**src/rtl/debounce_pkg.sv**
```systemverilog
// Shared types and default constants for the push-button debouncer and its
// companion time-counter stage.
package debounce_pkg;

    typedef enum logic [1:0] {
        IDLE_LOW   = 2'd0,
        CHECK_HIGH = 2'd1,
        IDLE_HIGH  = 2'd2,
        CHECK_LOW  = 2'd3
    } fsm_state_t;

    localparam int DEFAULT_CNT_W       = 6;
    localparam int DEFAULT_STABLE_CNT  = 50;
    localparam int DEFAULT_SYNC_STAGES = 2;

endpackage

```
**src/rtl/sync_ff.sv**
```systemverilog
// Multi-flop synchroniser that brings the asynchronous button level into the
// clk domain; all flops clear to 0 on reset.
module sync_ff #(
    parameter int STAGES = 2
) (
    input  logic clk,
    input  logic reset,
    input  logic d,
    output logic q
);

    logic [STAGES-1:0] chain;

    // NOTE: clocked state is written with <= so every flop samples the pre-edge value of its neighbour.
    always_ff @(posedge clk or posedge reset) begin
        if (reset) begin
            chain <= '0;
        end else begin
            chain <= {chain[STAGES-2:0], d};
        end
    end

    assign q = chain[STAGES-1];

endmodule

```
**src/rtl/debounce_fsm.sv**
```systemverilog
// Control stage of the push-button debouncer: synchronises the raw button, runs the
// stability FSM, steers the external time counter and emits a clean level plus pulses.
module debounce_fsm
    import debounce_pkg::*;
#(
    parameter int CNT_W       = DEFAULT_CNT_W,
    parameter int STABLE_CNT  = DEFAULT_STABLE_CNT,
    parameter int SYNC_STAGES = DEFAULT_SYNC_STAGES
) (
    input  logic             clk,
    input  logic             reset,
    input  logic             button_raw,
    input  logic [CNT_W-1:0] time_counter,
    output logic             state,
    output logic             count_finished,
    output logic             button_db,
    output logic             button_press,
    output logic             button_release
);

    localparam logic [CNT_W-1:0] THRESHOLD = CNT_W'(STABLE_CNT - 1);

    logic       sync_in;
    fsm_state_t fsm_state;
    fsm_state_t next_state;

    sync_ff #(
        .STAGES(SYNC_STAGES)
    ) u_sync (
        .clk  (clk),
        .reset(reset),
        .d    (button_raw),
        .q    (sync_in)
    );

    // Pulses and level change only on threshold exits; bounce-reject returns leave them alone.
    always_ff @(posedge clk or posedge reset) begin
        if (reset) begin
            fsm_state      <= IDLE_LOW;
            button_db      <= 1'b0;
            button_press   <= 1'b0;
            button_release <= 1'b0;
        end else begin
            fsm_state      <= next_state;
            button_press   <= 1'b0;
            button_release <= 1'b0;
            if (fsm_state == CHECK_HIGH && next_state == IDLE_HIGH) begin
                button_db    <= 1'b1;
                button_press <= 1'b1;
            end
            if (fsm_state == CHECK_LOW && next_state == IDLE_LOW) begin
                button_db      <= 1'b0;
                button_release <= 1'b1;
            end
        end
    end

    // NOTE: every output of this block gets a default first so no path can infer a latch.
    always_comb begin
        next_state     = fsm_state;
        state          = 1'b0;
        count_finished = 1'b1;
        unique case (fsm_state)
            IDLE_LOW: begin
                if (sync_in) next_state = CHECK_HIGH;
            end
            CHECK_HIGH: begin
                state          = 1'b1;
                count_finished = 1'b0;
                // Revert is tested first so it wins over a simultaneous threshold hit.
                if (!sync_in) begin
                    next_state     = IDLE_LOW;
                    count_finished = 1'b1;
                end else if (time_counter >= THRESHOLD) begin
                    next_state     = IDLE_HIGH;
                    count_finished = 1'b1;
                end
            end
            IDLE_HIGH: begin
                if (!sync_in) next_state = CHECK_LOW;
            end
            CHECK_LOW: begin
                state          = 1'b1;
                count_finished = 1'b0;
                if (sync_in) begin
                    next_state     = IDLE_HIGH;
                    count_finished = 1'b1;
                end else if (time_counter >= THRESHOLD) begin
                    next_state     = IDLE_LOW;
                    count_finished = 1'b1;
                end
            end
            default: next_state = IDLE_LOW;
        endcase
    end

endmodule

```
**config.mk**
```make
export PLATFORM = sky130hd
export DESIGN_NAME = debounce_fsm
export DESIGN_NICKNAME = d
export VERILOG_FILES = /design/src/rtl/debounce_pkg.sv /design/src/rtl/sync_ff.sv /design/src/rtl/debounce_fsm.sv
export SDC_FILE = /design/constraint.sdc
export NUM_CORES = 1
export LEC_CHECK = 0
export ABC_AREA = 1
export BUFFER_PORTS_ARGS = -buffer_cell sky130_fd_sc_hd__buf_2
export CORE_AREA = 2 2 39 41
export DETAILED_ROUTE_END_ITERATION = 6
export DIE_AREA = 0 0 41 43
export MAX_ROUTING_LAYER = met4
export PLACE_DENSITY = 0.53
export SLEW_MARGIN = 5
export SYNTH_ARGS = -nofsm -noshare
export SYNTH_HDL_FRONTEND = slang
export SYNTH_SLANG_ARGS = --single-unit
export TNS_END_PERCENT = 1
```
**constraint.sdc**
```tcl
create_clock -name clk -period 1.1 [get_ports clk]
set_input_delay 0.165 -clock clk [delete_from_list [all_inputs] [get_ports clk]]
set_output_delay 0.165 -clock clk [all_outputs]
set_load 0.005 [all_outputs]
```
==> run summary <==
Status - complete, but fails checks
Violated checks - setup timing
Max_slew headroom - 82.01%
GR Util met1 - 7.921%
Grt met2 use - 10.63%
First-pass GRT wire length - 834 um
Antenna violations before repair - 0
FMAX - 824.8 MHz
# setup viols final - 1
RSZ-0062 raised after global routing - yes
Area leader, netlist - dfrtp_1
HP Class - input port to flip-flop
Post-synthesis cell count - 34
Count leader, synth - nand2_1
Yosys warns - 0
Area Overhead vs Synth - 48.07%
CTS tree - yes
Hold WS - 0.02045 ns
Maxcap violations - 0
Worst Setup End Kind - primary output
Total Routing Usage GR - 8.195%
VDD IR-drop max - 0.6698 mV
Initial drt markers - 1
GR Util met3 - 3.141%
DRT Wirelength - 558 um
Fin crit period - 1.212 ns
WP data required - 0.94 ns
Final slew viol count - 0
Largest net degree at the start of global routing - 8
Setup ws final - -0.1124 ns
Synthesized netlist net count - 43
Critical setup path kind - flip-flop to primary output
Die area - 1763 um^2
CTS resizes - 0
Total I/O pin count - 14
Flops & latches, synth - 7
Remaining routing DRC violations - 0
Synth cell count leaders - nand2_1, dfrtp_1, inv_1
Final hold vios - 0
Ant diodes - 0
Vias in the first global route - 235
Grt peak-use layer - met2
Slowest-stage cell, CP - dfrtp_1
Die width - 41 um
Post-route setup TNS - -0.1124 ns
Avg Cell Area, Syn - 8.574 um^2
Routability Congestion - 0.5840
Crit path cell chain - xor2_1 -> nand3_1 -> buf_2
Asr flop ratio synth - 100.0%
Pwr/cell area - 2086 nW/um^2
Top cell type's share of synthesized area - 60.09%
Worst skew pair latency - 0.25 ns
CTS Buf Count - 3
Total number of vias - 266
Clock root cell - clkbuf_4
Worst slew pin tran - 0.2696 ns
Register area share after synthesis - 60.09%
CP Max Fanout - 2
Post-route ant nets - 0
Clk_skew - 0.001050 ns
Fin crit share - 110.2%
Row count - 14
Yosys cell types - 11
First-pass DRT Iterations - 4
Nets - 64
Delay-heaviest family, CP - flip-flops
# H-tree levels - 1
Synth area leaders - dfrtp_1, nand2_1, inv_1
Leakage - 0.2642 nW
WL/cell - 7.971 um
Clk slew on worst S/H paths - 0.05 ns
Die height - 43 um
Fraction of layout cells with a size suffix above 1 - 38.89%
Max stage delay on crit path - 0.39 ns
Startpoint types - flip-flop
Post-synth EDFFs - 0
Buf/Inv on CP - 1
Arrival time at the worst endpoint - 1.05 ns
Mapped Area - 291.5 um^2
Via density - 3.800
Gr ovfl total - 0
Core area - 1384 um^2
Dpl hpwl - 425.5 um
Initial Util - 21.07%
CTS Buffer Depth - 2
Clock sinks - 7
Top_reg_cell synth - dfrtp_1
PortBufs - 13
==> path summary, 6_finish.rpt <==
check	from	to	slack (ns)	cells past startpoint
min	button_raw	u_sync.chain[0]	0.02	1
min in group asynchronous	reset	u_sync.chain[0]	0.38	3
max	fsm_state[1]	count_finished	-0.11	3
max in group asynchronous	reset	button_release	0.50	3
min reg2reg	u_sync.chain[0]	u_sync.chain[1]	0.35	0
max reg2reg	u_sync.chain[1]	button_db	0.13	5
==> per-layer routing <==
layer  vias up  wire, um
li1        139         -
met2        12       275
met1       115       221
met5         -         0
met3         0        60
met4         0         0
==> sequential cells by signal, indices dropped and copies added (netlist names) <==
name and flops:
fsm_state 2, u_sync.chain 2, button_db 1, button_press 1, button_release 1
==> power by group <==
group | leakage, nW | switching (mW) | internal, mW
Combinational | 0.164 | 0.137 | 0.159
Clock | 0.0150 | 0.0920 | 0.138
Sequential | 0.0852 | 0.0471 | 0.327
==> worst reg2reg max path: cells and delay by family (launching register included) <==
family | cells | cell delay [ns]
buffers and inverters | 1 | 0.15
AND/OR/NAND/NOR | 4 | 0.34
flip-flops | 1 | 0.39
==> placed cells by master (no fill, tap or decap), drive strengths merged <==
master and n:
clkbuf 4, nand4 1, dfrtp 7, nand3 3, nor2 4, o21ai 1
buf 16, inv 8, xor2 1, dlygate4sd3 1, nand2 8
==> through the flow <==
step                utilization (%)  worst slack, ns  total power [mW]  cells  instance area (um^2)
floorplan                         -           0.2503            0.5305     34                 291.5
global placement              26.94           0.1174            0.6148     62                 372.9
detailed placement            26.94           0.1111            0.6166     62                 372.9
CTS                           31.19          -0.1069            0.9203     70                 431.7
global route                  31.19          -0.1671            0.9797     70                 431.7
finish                        31.19          -0.1124            0.9005     70                 431.7
==> logic make-up after synthesis <==
kind of cell           count (synthesis)  share of synthesized area, %
AO/OA/AOI/OAI                          1                         1.715
XOR/XNOR                               1                         3.005
buffers and inverters                  9                         11.59
flip-flops                             7                         60.09
AND/OR/NAND/NOR                       16                         23.61
==> cell type report <==
type,count,area [um^2]
well taps,16,20.02
repair buffers,17,97.59
multi-input cells,18,82.58
flip-flops and latches,7,175.2
clock buffers,4,26.28
fillers,150,952.2
inverters,8,30.03
==> timing repair <==
| action | 4_1_cts | 5_1_grt |
|---|---|---|
| endpoints found under the hold margin | 7 | 0 |
| endpoints found under the setup margin | 1 | 1 |
| pin swaps | 2 | 0 |
| setup buffers | 3 | 0 |
| hold buffers | 1 | 0 |
Power figures use the tool's default switching activity.
